--- config.mk ---
export PLATFORM = sky130hd
export DESIGN_NAME = event_delay_scheduler_flat
export DESIGN_NICKNAME = d
export VERILOG_FILES = /design/src/rtl/edly_pkg.sv /design/src/rtl/event_delay_scheduler_if.sv /design/src/rtl/edly_entry_fifo.sv /design/src/rtl/event_delay_scheduler.sv /design/src/flat_wrapper.sv
export SDC_FILE = /design/constraint.sdc
export NUM_CORES = 1
export LEC_CHECK = 0
export BUFFER_PORTS_ARGS = -buffer_cell sky130_fd_sc_hd__buf_2
export CORE_MARGIN = 1.5
export CORE_UTILIZATION = 55
export DETAILED_ROUTE_END_ITERATION = 6
export GPL_TIMING_DRIVEN = 0
export HOLD_SLACK_MARGIN = 0.03
export PLACE_DENSITY = 0.8
export REMOVE_ABC_BUFFERS = 1
export SYNTH_ARGS = -nofsm -noshare
export SYNTH_HDL_FRONTEND = slang
export SYNTH_HIERARCHICAL = 1
export SYNTH_SLANG_ARGS = --single-unit
export TNS_END_PERCENT = 1
--- constraint.sdc ---
create_clock -name clk_i -period 5.65 [get_ports clk_i]
set_input_delay 1.13 -clock clk_i [delete_from_list [all_inputs] [get_ports clk_i]]
set_output_delay 1.13 -clock clk_i [all_outputs]
set_load 0.01 [all_outputs]
--- src/rtl/edly_pkg.sv ---
// Shared defaults, width helpers and entry types for the event delay scheduler.
package edly_pkg;

  localparam int DATA_W_DEF    = 8;
  localparam int MAX_DELAY_DEF = 1023;
  localparam int DEPTH_DEF     = 8;
  localparam int RST_DELAY_DEF = 10;

  function automatic int dly_w(input int max_delay);
    return $clog2(max_delay + 1);
  endfunction

  // One extra timestamp bit keeps due == now unambiguous across a counter wrap.
  function automatic int ts_w(input int max_delay);
    return dly_w(max_delay) + 1;
  endfunction

  function automatic int lvl_w(input int depth);
    return $clog2(depth + 1);
  endfunction

  typedef logic [ts_w(MAX_DELAY_DEF)-1:0] ts_t;

  typedef struct packed {
    logic [DATA_W_DEF-1:0] data;
    ts_t                   due;
    logic                  ripe;
  } entry_t;

endpackage

--- src/rtl/event_delay_scheduler_if.sv ---
// Valid/ready event stream into and out of the delay scheduler; slave is the scheduler side.
interface event_delay_scheduler_if #(
  parameter int DATA_W = edly_pkg::DATA_W_DEF
);
  logic              in_valid_i;
  logic [DATA_W-1:0] in_data_i;
  logic              in_ready_o;
  logic              out_valid_o;
  logic [DATA_W-1:0] out_data_o;
  logic              out_ready_i;

  modport master (
    output in_valid_i, in_data_i, out_ready_i,
    input  in_ready_o, out_valid_o, out_data_o
  );

  modport slave (
    input  in_valid_i, in_data_i, out_ready_i,
    output in_ready_o, out_valid_o, out_data_o
  );
endinterface

--- src/rtl/edly_entry_fifo.sv ---
// Circular buffer of {data, due, ripe} entries; each slot latches ripe when its due time arrives.
// Push/pop take effect at the edge; flush clears pointers, level and ripe bits and dominates both.
module edly_entry_fifo
  import edly_pkg::*;
#(
  parameter int  DATA_W = DATA_W_DEF,
  parameter int  TS_W   = ts_w(MAX_DELAY_DEF),
  parameter int  DEPTH  = DEPTH_DEF,
  localparam int LVL_W  = lvl_w(DEPTH)
) (
  input  logic              clk_i,
  input  logic              rst_ni,
  input  logic              flush_i,
  input  logic              push_i,
  input  logic              pop_i,
  input  logic [DATA_W-1:0] push_data_i,
  input  logic [TS_W-1:0]   push_due_i,
  input  logic              push_ripe_i,
  input  logic [TS_W-1:0]   now_i,
  output logic [DATA_W-1:0] head_data_o,
  output logic [TS_W-1:0]   head_due_o,
  output logic              head_ripe_o,
  output logic              full_o,
  output logic              empty_o,
  output logic [LVL_W-1:0]  level_o
);

  localparam int PTR_W = $clog2(DEPTH);

  typedef struct packed {
    logic [DATA_W-1:0] data;
    logic [TS_W-1:0]   due;
    logic              ripe;
  } slot_t;

  slot_t             mem_q [DEPTH];
  slot_t             mem_d [DEPTH];
  logic [PTR_W-1:0]  wr_q, wr_d, rd_q, rd_d;
  logic [LVL_W-1:0]  lvl_q, lvl_d;

  always_comb begin
    mem_d = mem_q;
    wr_d  = wr_q;
    rd_d  = rd_q;
    lvl_d = lvl_q;
    // Free slots may match too; harmless because a push rewrites the ripe bit.
    for (int i = 0; i < DEPTH; i++) begin
      mem_d[i].ripe = mem_q[i].ripe | (mem_q[i].due == now_i);
    end
    if (flush_i) begin
      for (int i = 0; i < DEPTH; i++) begin
        mem_d[i].ripe = 1'b0;
      end
      wr_d  = '0;
      rd_d  = '0;
      lvl_d = '0;
    end else begin
      if (push_i) begin
        mem_d[wr_q].data = push_data_i;
        mem_d[wr_q].due  = push_due_i;
        mem_d[wr_q].ripe = push_ripe_i;
        wr_d             = wr_q + PTR_W'(1);
      end
      if (pop_i) begin
        rd_d = rd_q + PTR_W'(1);
      end
      case ({push_i, pop_i})
        2'b10:   lvl_d = lvl_q + LVL_W'(1);
        2'b01:   lvl_d = lvl_q - LVL_W'(1);
        default: lvl_d = lvl_q;
      endcase
    end
  end

  always_ff @(posedge clk_i or negedge rst_ni) begin
    if (!rst_ni) begin
      for (int i = 0; i < DEPTH; i++) begin
        mem_q[i] <= '0;
      end
      wr_q  <= '0;
      rd_q  <= '0;
      lvl_q <= '0;
    end else begin
      mem_q <= mem_d;
      wr_q  <= wr_d;
      rd_q  <= rd_d;
      lvl_q <= lvl_d;
    end
  end

  assign head_data_o = mem_q[rd_q].data;
  assign head_due_o  = mem_q[rd_q].due;
  assign head_ripe_o = mem_q[rd_q].ripe;
  assign full_o      = (lvl_q == LVL_W'(DEPTH));
  assign empty_o     = (lvl_q == '0);
  assign level_o     = lvl_q;

endmodule

--- src/rtl/event_delay_scheduler.sv ---
// Re-emits each accepted event max(delay,1) cycles later, in order, up to DEPTH in flight.
// Backpressure or enable_i low only postpones emission; ripe entries wait and then drain one per cycle.
module event_delay_scheduler
  import edly_pkg::*;
#(
  parameter int  DATA_W    = DATA_W_DEF,
  parameter int  MAX_DELAY = MAX_DELAY_DEF,
  parameter int  DEPTH     = DEPTH_DEF,
  parameter int  RST_DELAY = RST_DELAY_DEF,
  localparam int DLY_W     = dly_w(MAX_DELAY),
  localparam int LVL_W     = lvl_w(DEPTH)
) (
  input  logic                     clk_i,
  input  logic                     rst_ni,
  input  logic                     enable_i,
  input  logic                     flush_i,
  input  logic                     cfg_load_i,
  input  logic [DLY_W-1:0]         cfg_delay_i,
  output logic                     cfg_err_o,
  event_delay_scheduler_if.slave   io,
  output logic [LVL_W-1:0]         level_o,
  output logic                     busy_o
);

  localparam int TS_W = ts_w(MAX_DELAY);

  logic [TS_W-1:0]   ts_q, ts_d;
  logic [DLY_W-1:0]  delay_q, delay_d;
  logic              cfg_err_q, cfg_err_d;

  logic              in_ready, accept, out_valid, pop, cfg_ok;
  logic [TS_W-1:0]   push_due;
  logic              push_ripe;
  logic [DATA_W-1:0] head_data;
  logic [TS_W-1:0]   head_due;
  logic              head_ripe, full, empty;
  logic [DLY_W:0]    cfg_ext;

  always_comb begin
    in_ready  = enable_i & ~full & ~flush_i;
    accept    = io.in_valid_i & in_ready;
    push_due  = ts_q + TS_W'(delay_q);
    push_ripe = (delay_q == '0);
    // The head may come due this very cycle, before its ripe bit has latched.
    out_valid = enable_i & ~empty & ~flush_i & (head_ripe | (head_due == ts_q));
    pop       = out_valid & io.out_ready_i;
    // Delay changes only while empty, so due order always equals FIFO order.
    cfg_ok    = cfg_load_i & empty & ~accept & ~flush_i;
    cfg_ext   = {1'b0, cfg_delay_i};
    ts_d      = ts_q + TS_W'(1);
    delay_d   = delay_q;
    if (cfg_ok) begin
      if (cfg_ext > (DLY_W + 1)'(MAX_DELAY)) begin
        delay_d = DLY_W'(MAX_DELAY);
      end else begin
        delay_d = cfg_delay_i;
      end
    end
    cfg_err_d = cfg_load_i & ~cfg_ok;
  end

  always_ff @(posedge clk_i or negedge rst_ni) begin
    if (!rst_ni) begin
      ts_q      <= '0;
      delay_q   <= DLY_W'(RST_DELAY);
      cfg_err_q <= 1'b0;
    end else begin
      ts_q      <= ts_d;
      delay_q   <= delay_d;
      cfg_err_q <= cfg_err_d;
    end
  end

  edly_entry_fifo #(
    .DATA_W (DATA_W),
    .TS_W   (TS_W),
    .DEPTH  (DEPTH)
  ) u_fifo (
    .clk_i       (clk_i),
    .rst_ni      (rst_ni),
    .flush_i     (flush_i),
    .push_i      (accept),
    .pop_i       (pop),
    .push_data_i (io.in_data_i),
    .push_due_i  (push_due),
    .push_ripe_i (push_ripe),
    .now_i       (ts_q),
    .head_data_o (head_data),
    .head_due_o  (head_due),
    .head_ripe_o (head_ripe),
    .full_o      (full),
    .empty_o     (empty),
    .level_o     (level_o)
  );

  assign io.in_ready_o  = in_ready;
  assign io.out_valid_o = out_valid;
  assign io.out_data_o  = empty ? '0 : head_data;
  assign cfg_err_o      = cfg_err_q;
  assign busy_o         = (level_o != '0);

endmodule
--- src/flat_wrapper.sv ---
// flat-port wrapper written by rule: the top's interface ports become plain ports
module event_delay_scheduler_flat import edly_pkg::*;
#(
  parameter int  DATA_W    = DATA_W_DEF,
  parameter int  MAX_DELAY = MAX_DELAY_DEF,
  parameter int  DEPTH     = DEPTH_DEF,
  parameter int  RST_DELAY = RST_DELAY_DEF,
  localparam int DLY_W     = dly_w(MAX_DELAY),
  localparam int LVL_W     = lvl_w(DEPTH)
)
  (clk_i, rst_ni, enable_i, flush_i, cfg_load_i, cfg_delay_i, cfg_err_o, level_o, busy_o, io_in_valid_i, io_in_data_i, io_out_ready_i, io_in_ready_o, io_out_valid_o, io_out_data_o);
  event_delay_scheduler_if #(.DATA_W(DATA_W)) io_i ();
  input  logic clk_i;
  input  logic rst_ni;
  input  logic enable_i;
  input  logic flush_i;
  input  logic cfg_load_i;
  input  logic [DLY_W-1:0] cfg_delay_i;
  output logic cfg_err_o;
  output logic [LVL_W-1:0] level_o;
  output logic busy_o;
  input wire logic [$bits(io_i.in_valid_i)-1:0] io_in_valid_i;
  input wire logic [$bits(io_i.in_data_i)-1:0] io_in_data_i;
  input wire logic [$bits(io_i.out_ready_i)-1:0] io_out_ready_i;
  output wire logic [$bits(io_i.in_ready_o)-1:0] io_in_ready_o;
  output wire logic [$bits(io_i.out_valid_o)-1:0] io_out_valid_o;
  output wire logic [$bits(io_i.out_data_o)-1:0] io_out_data_o;
  assign io_i.in_valid_i = io_in_valid_i;
  assign io_i.in_data_i = io_in_data_i;
  assign io_i.out_ready_i = io_out_ready_i;
  assign io_in_ready_o = io_i.in_ready_o;
  assign io_out_valid_o = io_i.out_valid_o;
  assign io_out_data_o = io_i.out_data_o;
  event_delay_scheduler #(.DATA_W(DATA_W), .MAX_DELAY(MAX_DELAY), .DEPTH(DEPTH), .RST_DELAY(RST_DELAY)) u_core (.clk_i(clk_i), .rst_ni(rst_ni), .enable_i(enable_i), .flush_i(flush_i), .cfg_load_i(cfg_load_i), .cfg_delay_i(cfg_delay_i), .cfg_err_o(cfg_err_o), .io(io_i), .level_o(level_o), .busy_o(busy_o));
endmodule
# Yosys cells after proc, flatten, opt, wreduce, memory -nomap -nowiden
# Index checks and enable logic that the tools add are counted.
[word_totals]
ff_bits = 192
in_bits = 25
word_cells = 114
[op_classes]
n_addsub = 6
magnitude_cmp = 3
n_eq_ne = 12
mux = 28
bitwise = 27
n_reduce_logical = 8
[op_table]
columns = ["cell", "count"]
rows = [
  ["160-bit bitwise mux", 3],
  ["20-bit demux with 3-bit select", 3],
  ["141-bit two-way mux", 1],
  ["11-bit == test", 9],
  ["20-bit binary-select mux with 3-bit select", 1],
  ["20-bit two-way mux", 3],
  ["12-bit two-way mux", 1],
  ["3-bit two-way mux", 4],
  ["11-bit by 1-bit adder with 11-bit output (second input constant)", 1],
  ["11-bit by 10-bit adder with 11-bit output", 1],
  ["1-bit AND", 11],
  ["10-bit logical NOT", 1],
  ["1-bit two-way mux", 9],
  ["1-bit bitwise OR", 9],
  ["4-bit >= comparator (second input constant)", 2],
  ["8-bit two-way mux", 1],
  ["3-bit NOT with 4-bit output", 2],
  ["4-bit case mux with 2 select lines", 1],
  ["3-bit by 1-bit adder with 3-bit output (second input constant)", 2],
  ["1-bit NOT", 5],
  ["4-bit by 1-bit adder with 4-bit output (second input constant)", 1],
  ["4-bit == test (second input constant)", 1],
  ["4-bit logical NOT", 1],
  ["4-bit by 1-bit less-than comparator with 1-bit output (second input constant)", 1],
  ["other kinds (9)", 10],
]

# Depth between registers and ports, before layout
# Gate-level depths: netlist of run 1.
[depth]
ltp_word = 11
ltp_mapped = 15
ltp_nobuf = 13

# Hierarchy
# Netlist of run 1, hierarchy kept.
[modules_own_cells]
columns = ["module", "instances", "cells_each", "area_each_um2", "seq_area_each_um2"]
rows = [
  ["edly_entry_fifo", 1, 621, 8881.0, 4254.1],
  ["event_delay_scheduler", 1, 151, 1549.0, 553.0],
]

# Least setup slack after synthesis of run 1
# OpenSTA, ideal clock, no wires.
[synth_timing]
path_kind = "flip-flop to flip-flop"
start = "register u_core.u_fifo.rd_q[0]"
end = "register u_core.u_fifo.lvl_q[3], in the netlist u_core/u_fifo/level_o[3]"
arrival_time_ps = 3971
t_required_ps = 5525
slack_ps = 1554
path_stages_with_launch = 16
cell_sequence = "dfrtp_1 -> clkbuf_1 -> buf_2 -> mux4_2 -> mux2_2 -> xor2_1 -> nor4_1 -> a31oi_1 -> nor3_2 -> and2_1 -> nor2b_1 -> ha_1 -> a21oi_1 -> a21oi_1 -> a31oi_1 -> mux2_2"
[synth_between]
elab_chain_len = 11
word_cells_on_any_way = 13
cone_classes = "eq/ne: 3; mux: 5; bitwise: 4; reduce/logical: 1"
[synth_lines]
columns = ["element", "line", "rtl"]
rows = [
  ["start: declaration", "edly_entry_fifo.sv:38", "logic [PTR_W-1:0] wr_q, wr_d, rd_q, rd_d;"],
  ["start signal: assignment", "edly_entry_fifo.sv:86", "rd_q <= rd_d;"],
  ["3-bit NOT with 4-bit output (not written as such) *", "edly_entry_fifo.sv:92", "assign head_due_o = mem_q[rd_q].due;"],
  ["20-bit binary-select mux with 3-bit select *", "edly_entry_fifo.sv:92", ""],
  ["20-bit two-way mux (not written as such) * (2 in series)", "edly_entry_fifo.sv:93", "assign head_ripe_o = mem_q[rd_q].ripe;"],
  ["named net u_core.head_due[10]", "event_delay_scheduler.sv:35", "logic [TS_W-1:0] head_due;"],
  ["11-bit == test *", "event_delay_scheduler.sv:45", "out_valid = enable_i & ~empty & ~flush_i & (head_ripe | (head_due == ts_q));"],
  ["1-bit bitwise OR *", "event_delay_scheduler.sv:45", ""],
  ["1-bit AND *", "event_delay_scheduler.sv:45", ""],
  ["named net io_out_valid_o", "flat_wrapper.sv:26", "output wire logic [$bits(io_i.out_valid_o)-1:0] io_out_valid_o;"],
  ["1-bit AND *", "event_delay_scheduler.sv:46", "pop = out_valid & io.out_ready_i;"],
  ["named net u_core.pop", "event_delay_scheduler.sv:31", "logic in_ready, accept, out_valid, pop, cfg_ok;"],
  ["2-bit by 1-bit == test with 1-bit output or 2-bit == test (tied branches)", "edly_entry_fifo.sv:67", "case ({push_i, pop_i})"],
  ["4-bit case mux with 2 select lines", "edly_entry_fifo.sv:67", ""],
  ["4-bit two-way mux", "edly_entry_fifo.sv:50", "if (flush_i) begin"],
  ["end signal: assignment", "edly_entry_fifo.sv:87", "lvl_q <= lvl_d;"],
  ["end: declaration", "edly_entry_fifo.sv:39", "logic [LVL_W-1:0] lvl_q, lvl_d;"],
]
# Mark *: on every way through the listed nets, which the timed path passes. The rest lies on a longest branch. The select of a mux whose other input is x is not followed.
# A chain may end at the register's enable or synchronous reset.

# Worst setup path after layout of run 1
[layout_timing]
start = "register u_core.u_fifo.rd_q[0]"
end = "register u_core.u_fifo.lvl_q[3], in the netlist u_core/u_fifo/level_o[3]"
[layout_between]
elab_chain_len = 11
word_cells_on_any_way = 13
cone_classes = "eq/ne: 3; mux: 5; bitwise: 4; reduce/logical: 1"
[layout_lines]
columns = ["element", "line"]
rows = [
  ["3-bit NOT with 4-bit output (not written as such) *", "edly_entry_fifo.sv:92"],
  ["20-bit binary-select mux with 3-bit select *", "edly_entry_fifo.sv:92"],
  ["20-bit two-way mux (not written as such) * (2 in series)", "edly_entry_fifo.sv:93"],
  ["named net u_core.head_due[10]", "event_delay_scheduler.sv:35"],
  ["11-bit == test *", "event_delay_scheduler.sv:45"],
  ["1-bit bitwise OR *", "event_delay_scheduler.sv:45"],
  ["1-bit AND *", "event_delay_scheduler.sv:45"],
  ["1-bit AND *", "event_delay_scheduler.sv:46"],
  ["named net u_core.pop", "event_delay_scheduler.sv:31"],
  ["2-bit by 1-bit == test with 1-bit output or 2-bit == test (tied branches)", "edly_entry_fifo.sv:67"],
  ["4-bit case mux with 2 select lines", "edly_entry_fifo.sv:67"],
  ["4-bit two-way mux", "edly_entry_fifo.sv:50"],
]
# Marked as above.

==> results of run 1 <==
-- worst register-to-register path, stage by stage, from the launching register on --
cell	delay [ps]
dfrtp_4	1030
mux4_2	630
mux2_2	280
xor2_1	160
nor4_1	540
a31oi_1	280
nor3_2	220
and2_1	270
nor2b_1	350
ha_1	340
a21oi_1	200
a21oi_1	90
a31oi_1	200
mux2_2	360
-- layout make-up --
type	count	area, sq um	area share [%]
clock buffers	17	425	3.72
flip-flops and latches	192	4810	42.1
inverters	8	30.0	0.263
multi-input cells	529	5380	47.1
repair buffers	48	325	2.85
well taps	234	293	2.56
clock inverters	15	164	1.43
-- cell usage after synthesis, types with 2 or more instances --
cell / n / area, sq um
nor2_1: 15 / 56.3
xor2_1: 105 / 920
nor3_1: 4 / 20.0
mux2i_1: 11 / 110
nand3_1: 21 / 105
mux2_2: 173 / 1950
mux4_2: 40 / 901
buf_1: 7 / 26.3
a311oi_1: 3 / 26.3
clkbuf_1: 16 / 60.1
ha_1: 15 / 188
mux2_4: 10 / 150
or4_1: 3 / 22.5
a21oi_1: 18 / 90.1
and3_1: 2 / 12.5
nand2_1: 12 / 45.0
fa_1: 2 / 40.0
nor4_1: 24 / 150
nor2b_1: 13 / 81.3
nand4_1: 3 / 18.8
buf_2: 9 / 45.0
a31oi_1: 3 / 18.8
dfstp_2: 2 / 52.6
o21ai_0: 2 / 10.0
xnor2_1: 18 / 158
inv_1: 8 / 30.0
buf_6: 8 / 90.1
buf_4: 3 / 22.5
nand2_2: 3 / 18.8
nand2b_1: 2 / 12.5
nor3b_1: 2 / 15.0
nor3_2: 2 / 20.0
and4bb_2: 2 / 25.0
nor2_2: 2 / 12.5
dfrtp_1: 190 / 4750
-- final timing paths --
check                                                  start                                    to  slack, ps
setup reg to reg           u_core/u_fifo/rd_q[0]$_DFFE_PN0P_  u_core/u_fifo/level_o[3]$_DFFE_PN0P_        600
hold reg to reg                                    flip-flop                             flip-flop        510
hold / removal                                     flip-flop                             flip-flop        510
max in group asynchronous                             rst_ni            asynchronous set/reset pin       4040
min in group asynchronous                             rst_ni  u_core/u_fifo/level_o[2]$_DFFE_PN0P_        620
setup / recovery           u_core/u_fifo/rd_q[0]$_DFFE_PN0P_  u_core/u_fifo/level_o[3]$_DFFE_PN0P_        600
-- metrics by stage --
step	setup slack [ps]	TNS [ps]
after global routing	349	0
after CTS	602	0
after detailed placement	623	0
final	599	0
after floorplan	512	0
after global placement	-692	-8270
-- where the power goes --
| group | internal (mW) | total, mW | switching [mW] | leakage (nW) |
|---|---|---|---|---|
| sequential | 1.48 | 1.56 | 0.0866 | 2.59 |
| combinational | 0.287 | 0.585 | 0.297 | 2.75 |
| clock | 0.596 | 1.19 | 0.594 | 0.288 |
-- cell families after synthesis --
logic type / after synthesis / share of synthesized area, %
xor gates and xnor gates: 123 / 10.3
AOI/OAI and AO/OA: 32 / 1.85
DFF: 192 / 46.1
buffers and inverters: 51 / 2.63
adders and majority gates: 17 / 2.18
and+or+nand+nor: 123 / 7.11
muxes: 234 / 29.8
-- per-layer routing --
| layer | up-vias | track usage [%] | routed length, um |
|---|---|---|---|
| met5 | - | 0 | 0 |
| met4 | 0 | 9.81 | 638 |
| met3 | 37 | 4.96 | 956 |
| met2 | 152 | 39.8 | 11200 |
| met1 | 3362 | 34.4 | 10600 |
| li1 | 2850 | - | - |
==> run summary, run 1 <==
Final Hold Fails: 0
clock sinks: 192
Fillers: 1404
GRT Resource Usage Total: 25.1%
Req. time, crit path: 5970 ps
final core area utilization: 61.3%
via count: 6401
commonest non-fill, non-tap cell in the layout: dfrtp_1
PD cells: 292 nW/um^2
clk slew on worst S/H paths: 80 ps
Stages on worst setup path: 13
Worst Setup Start Kind: flip-flop
Worst-Margin Slew: 1360 ps
Worst slew margin: 9.09%
CTS tree: built
Setup Viol. Count Final: 0
# H-tree levels: 4
Mean Syn Cell Area: 13.5 sq um
Site Rows: 50
Total Power: 3.34 mW
initial DRC count: 494
Min Hold Slack: 506 ps
worst hold path depth: 1
DR pass1 iterations: 4
Die X: 141 um
setup bufs post-CTS: 0
HP Class: reg -> reg
maximum VDD drop: 0.232 mV
Mapped Cells: 772
fin crit period: 5050 ps
Crit. End Element: flip-flop
CP top delay family: simple AND/OR/NAND/NOR gates
Critical-path top delay cell: dfrtp_4
Congestion Overflow GR: 0
post-detailed-route count of antenna-violating nets: 0
# DRC: 0
Peak Freq: 0.198 GHz
Chip Height: 141 um
Post-synth ARST share: 100%
initial antenna violation count: 0
Buf/Inv on CP: 0
max_cap viols: 0
Worst R2R Path Depth: 13
CTS root buf: clkbuf_16
Placed Area: 10800 sq um
RSZ-0062 raised after global routing: no
yosys warns: 6
hold_buf cts: 0
pin count of the biggest net entering global routing: 127
max-slew violation count: 0
Post-CTS Resized: 0
CP Data Arrival Time: 5370 ps
Num CTS Buffers: 17
IO Port Bufs: 40
Final Cycle Share: 89.4%
synthesis-to-layout area growth: 9.55%
first-pass GRT wire length: 37.4 mm
Synth Flop Type: dfrtp_1
mapped cell area: 10400 sq um
vias in the first global route: 6644
CP cell instances: mux4_2 -> mux2_2 -> xor2_1 -> nor4_1 -> a31oi_1 -> nor3_2 -> and2_1 -> nor2b_1 -> ha_1 -> a21oi_1 -> a21oi_1 -> a31oi_1 -> mux2_2
Vias/cell: 6.14
share of layout cells above drive strength 1: 40.3%
EDFF count, synth: 0
Initial Utilization: 55.9%
commonest non-fill, non-tap cells in the layout: dfrtp_1, mux2_2, xor2_1
drt total wl: 23.4 mm
Ports: 41
Final GP Congestion: 0.839
die footprint: 19800 sq um
post-synthesis sequential area ratio: 46.1%
CP max FO: 42
Wirelength per Cell: 22.4 um
ANT cells: 0
Largest stage delay, worst path: 1030 ps
Unique masters post-synth: 54
clock insertion delay at the later pin of the skew report: 440 ps
Core Region: 18600 sq um
Post-Layout Cell Count: 1043
cell count after placement: 1011
status: finished clean
fin nets: 838
final design area excluding fillers: 11400 sq um
detailed-placement wirelength estimate: 15.0 mm
Setup CP Type: reg -> reg
static leakage: 5.63 nW
Yosys reg bits: 192
clock skew: 9.42 ps
Bufs on Longest Clock Path: 2
No activity file was read; power rests on OpenSTA's default activity.
==> run 2: changes to the inputs <==
Settings changed: ABC_AREA set to 1.
==> run summary, run 2 <==
status: finished clean
DR pass1 iterations: 6
post-detailed-route count of antenna-violating nets: 0
Worst-Margin Slew: 1170 ps
RSZ-0062 raised after global routing: no
cell mode on critical path: nand2_1
IO Port Bufs: 40
ANT cells: 0
clk slew on worst S/H paths: 70 ps
fin crit period: 4970 ps
Final GP Congestion: 0.919
Worst slew margin: 22.3%
commonest non-fill, non-tap cells in the layout: nand2_1, dfrtp_1, o21ai_0
post-synthesis sequential area ratio: 44.2%
pin count of the biggest net entering global routing: 116
CTS root buf: clkbuf_16
CTS tree: built
Final Cycle Share: 88.1%
Die X: 144 um
PD cells: 278 nW/um^2
Post-CTS Resized: 0
Core Region: 19400 sq um
clock power share: 36.8%
largest cells by area after synthesis: dfrtp_1, nand2_1, o21ai_0
maximum VDD drop: 0.227 mV
Mean Syn Cell Area: 7.74 sq um
Post-synth ARST share: 100%
Worst Setup Start Kind: flip-flop
HP Class: reg -> reg
Crit. End Element: output port
Num CTS Buffers: 17
setup bufs post-CTS: 0
Largest stage delay, worst path: 1060 ps
via count: 9294
Final Hold Fails: 0
cell with the most instances after synthesis: nand2_1
Congestion Overflow GR: 0
Wirelength per Cell: 16.5 um
Logic pwr share: 15.8%
Synth Flop Type: dfrtp_1
Int Pwr: 2.27 mW
Req. time, crit path: 4520 ps
synthesis-to-layout area growth: 7.12%
commonest non-fill, non-tap cell in the layout: nand2_1
Critical-path top delay cell: dfrtp_4
Mapped Cells: 1404
Peak Freq: 0.201 GHz
GRT Resource Usage Total: 28.3%
final core area utilization: 60.0%
Net Sw Frac: 29.9%
fin nets: 1434
first-pass GRT wire length: 45.1 mm
Chip Height: 144 um
initial DRC count: 1029
Vias/cell: 5.57
Initial Utilization: 56.0%
Unique masters post-synth: 39
vias in the first global route: 8947
Post-Layout Cell Count: 1670
die footprint: 20600 sq um
Setup Viol. Count Final: 0
CP cell instances: inv_2 -> buf_12 -> a21oi_1 -> o21ai_0 -> nand3_1 -> o21a_1 -> nand2_1 -> nand2_1 -> nand2_1 -> nor2_1 -> nand3_1 -> nand2_1 -> nand2_1 -> inv_1 -> buf_2
hold_buf cts: 0
mapped cell area: 10900 sq um
# DRC: 0
detailed-placement wirelength estimate: 17.2 mm
clock skew: 7.87 ps
initial antenna violation count: 0
clock insertion delay at the later pin of the skew report: 430 ps
Setup CP Type: reg -> out
CP Data Arrival Time: 3840 ps
# H-tree levels: 4
Ports: 41
clock sinks: 192
share of layout cells above drive strength 1: 9.89%
drt total wl: 27.5 mm
synth cell count leaders: nand2_1, dfrtp_1, o21ai_0
Site Rows: 51
yosys warns: 6
max_cap viols: 0
Synth area leader: dfrtp_1
max-slew violation count: 0
Reg power frac: 47.5%
Yosys reg bits: 192
net load switching power: 0.966 mW
cell count after placement: 1638
static leakage: 5.65 nW
Bufs on Longest Clock Path: 2
EDFF count, synth: 0
Synth top area share: 43.7%
CP max FO: 96
[run 2: worst paths after layout]
kind	end	slack [ps]	from	depth (start not counted)
min in group asynchronous	asynchronous set/reset pin	670	rst_ni	1
worst min register to register	flip-flop	480	flip-flop	2
worst max-delay path	io_out_valid_o	680	u_core/u_fifo/rd_q[0]$_DFFE_PN0P_	15
max in group asynchronous	u_core/u_fifo/rd_q[0]$_DFFE_PN0P_	4000	rst_ni	2
worst max register to register	u_core/u_fifo/level_o[3]$_DFFE_PN0P_	1040	u_core/u_fifo/rd_q[0]$_DFFE_PN0P_	22
worst min-delay path	flip-flop	480	flip-flop	2
[run 2: logic make-up after synthesis]
group | Yosys count | share of synthesized area [%]
xor gates and xnor gates | 84 | 6.84
and+or+nand+nor | 546 | 20.1
AOI/OAI and AO/OA | 361 | 18.0
buffers and inverters | 204 | 8.76
DFF | 192 | 44.2
adders and majority gates | 17 | 2.09
[run 2: per-stage QoR]
step | setup slack, ps | setup TNS (ps) | hold WS (ps) | cell area, sq um | total power [mW]
final | 675 | 0 | 483 | 11600 | 3.23
after global routing | 408 | 0 | 506 | 11600 | 3.38
after CTS | 743 | 0 | 483 | 11600 | 3.25
after detailed placement | 1230 | 0 | 464 | 11100 | 2.06
after global placement | -1910 | -22570 | 460 | 10900 | 2.04
after floorplan | 770 | 0 | 448 | 10400 | 1.89
[run 2: area by class of cell]
cell class                      count  area (sq um)
Clock buffer                       18           429
Clock inverter                     14           144
Fill cell                        1712          7750
Inverter                          128           480
Multi-Input combinational cell   1008          5140
Sequential cell                   192          4810
Tap cell                          265           332
Timing Repair Buffer               45           309
[run 2: metal layers]
metal,up-vias,GRT usage (%),routed length (um)
met3,59,5.83,1970
met5,-,0,0
met1,4399,37.3,11700
met4,0,12.6,926
met2,348,45.0,12900
li1,4488,-,-
[run 2: power by group through the flow]
stage | registers, mW | clock network [mW] | logic [mW]
after floorplan | 1.54 | 0 | 0.346
after global placement | 1.55 | 0 | 0.484
after detailed placement | 1.56 | 0 | 0.503
after CTS | 1.53 | 1.21 | 0.508
after global routing | 1.54 | 1.26 | 0.583
final | 1.53 | 1.19 | 0.510
[run 2: worst max-delay path: cells and delay by family (launching register included)]
| family | cells | cell delay [ps] |
|---|---|---|
| flip-flops | 1 | 1060 |
| buffers and inverters | 4 | 1030 |
| AND/OR/NAND/NOR | 8 | 830 |
| AO/OA/AOI/OAI | 3 | 420 |
==> run 3: changes to the inputs <==
Clock period 5.65 ns to 4.73 ns, I/O delays scaled along.
==> run summary, run 3 (synthesized netlist as in run 2, its figures left out) <==
RR Endpoint: u_core/u_fifo/level_o[3]$_DFFE_PN0P_
initial DRC count: 980
Num CTS Buffers: 17
HP Class: in -> async
Worst-Margin Slew: 1230 ps
Largest stage delay, worst path: 1160 ps
Ports: 41
Bufs on Longest Clock Path: 2
fin crit period: 4610 ps
CP Data Arrival Time: 3660 ps
final core area utilization: 60.2%
Core Region: 19400 sq um
Chip Height: 144 um
CP max FO: 22
initial antenna violation count: 0
RR Startpoint: u_core/u_fifo/rd_q[2]$_DFFE_PN0P_
Req. time, crit path: 3780 ps
via count: 9405
detailed-placement wirelength estimate: 17.2 mm
Reg area: 4810 sq um
clock sinks: 192
Setup Viol. Count Final: 0
pin count of the biggest net entering global routing: 116
Critical-path top delay cell: dfrtp_1
cell mode on critical path: nand2_1
synthesis-to-layout area growth: 7.47%
Buf/Inv on CP: 3
CP cell instances: clkinvlp_4 -> nand3_1 -> o21a_1 -> nand2_1 -> nand2_1 -> nand2_1 -> nor2_1 -> nand3_1 -> nand2_1 -> nand2_1 -> inv_1 -> buf_2
vias in the first global route: 8947
Stages on worst setup path: 12
setup slack, reg-to-reg: 310 ps
Fillers: 1708
# DRC: 0
CTS tree: built
Crit. End Element: output port
ANT cells: 0
crit path from: u_core/u_fifo/rd_q[2]$_DFFE_PN0P_
Worst slew margin: 17.7%
Vias/cell: 5.62
Final Cycle Share: 97.4%
clock insertion delay at the later pin of the skew report: 440 ps
status: finished clean
setup tns final: 0 ps
area of the multi-input gates: 5140 sq um
Total Power: 3.86 mW
Initial Utilization: 56.0%
DR pass1 iterations: 5
GRT Resource Usage Total: 28.3%
IO Port Bufs: 40
first-pass GRT wire length: 45.1 mm
die footprint: 20600 sq um
fin nets: 1437
Peak Freq: 0.217 GHz
RSZ-0062 raised after global routing: no
Final GP Congestion: 0.919
commonest non-fill, non-tap cell in the layout: nand2_1
CP endpoint: io_out_valid_o
max_cap viols: 0
Final Hold Fails: 0
CP top delay family: flip-flops
clock skew: 9.53 ps
drt total wl: 27.8 mm
share of layout cells above drive strength 1: 10.2%
Setup CP Type: reg -> out
Site Rows: 51
PD cells: 331 nW/um^2
Die X: 144 um
Worst Setup Start Kind: flip-flop
maximum VDD drop: 0.275 mV
Worst R2R Path Depth: 19
# H-tree levels: 4
max-slew violation count: 0
commonest non-fill, non-tap cells in the layout: nand2_1, dfrtp_1, o21ai_0
clk slew on worst S/H paths: 70 ps
CTS root buf: clkbuf_16
Congestion Overflow GR: 0
post-detailed-route count of antenna-violating nets: 0
static leakage: 5.65 nW
Wirelength per Cell: 16.6 um
## run 3: cell count changes in the layout (fill, tap and decap cells not counted), sizes merged
cell	previous run	this run
buf	45	46
clkinvlp	2	6
inv	136	134
## run 3: how the worst min path moves through the flow
stage / start / endpoint / slack [ps] / cells past startpoint
floorplan: flip-flop / flip-flop / 450 / 2
global placement: flip-flop / flip-flop / 460 / 2
detailed placement: flip-flop / flip-flop / 460 / 2
CTS: flip-flop / flip-flop / 480 / 2
global route: rst_ni / asynchronous set/reset pin / 510 / 1
finish: rst_ni / asynchronous set/reset pin / 480 / 1
## run 3: cell type report
class,instances,share of cell area (%)
Clock buffer,18,3.67
Clock inverter,14,1.23
Inverter,128,4.18
Multi-Input combinational cell,1008,44.0
Sequential cell,192,41.2
Tap cell,265,2.84
Timing Repair Buffer,46,2.82
Timing Repair inverter,2,0.0857
## run 3: metal layers
layer / up-vias / routed length [um] / GRT usage, %
met3: 74 / 2130 / 5.83
met1: 4446 / 11500 / 37.3
met2: 397 / 12900 / 45.0
li1: 4488 / - / -
met4: 0 / 1170 / 12.6
met5: - / 0 / 0
## run 3: worst register-to-register path, stage by stage (launching register included)
cell,delay (ps)
dfrtp_1,1160
clkinvlp_4,740
nand3_1,250
o21a_1,160
nand2_1,60
nand2_1,150
nand2_1,70
nor2_1,110
nand3_1,90
nand2_1,130
nand2_1,110
nor2_1,230
nand2_1,180
inv_1,140
ha_1,270
a21oi_1,150
nand2_1,80
nand2_1,70
nand2_1,50
o22ai_1,130
## run 3: where the power goes
part / total (mW) / leakage, nW / switching [mW] / internal, mW
sequential: 1.83 / 2.50 / 0.0856 / 1.75
combinational: 0.611 / 2.88 / 0.396 / 0.215
clock: 1.42 / 0.279 / 0.674 / 0.746
## run 3: timing repair
action                     4_1_cts  5_1_grt
setup endpoints to repair        0        4
buffers inserted                 0        1
hold buffers                     0        0
resized for setup                0        2
## run 3: per-stage QoR
step | setup slack, ps | instances | hold slack, ps | cell area [sq um]
floorplan | -86.0 | 1328 | 448 | 10400
global placement | -2790 | 1633 | 460 | 10900
detailed placement | 313 | 1638 | 464 | 11100
CTS | 7.34 | 1670 | 483 | 11600
global route | 45.1 | 1673 | 506 | 11700
finish | 122 | 1673 | 479 | 11700
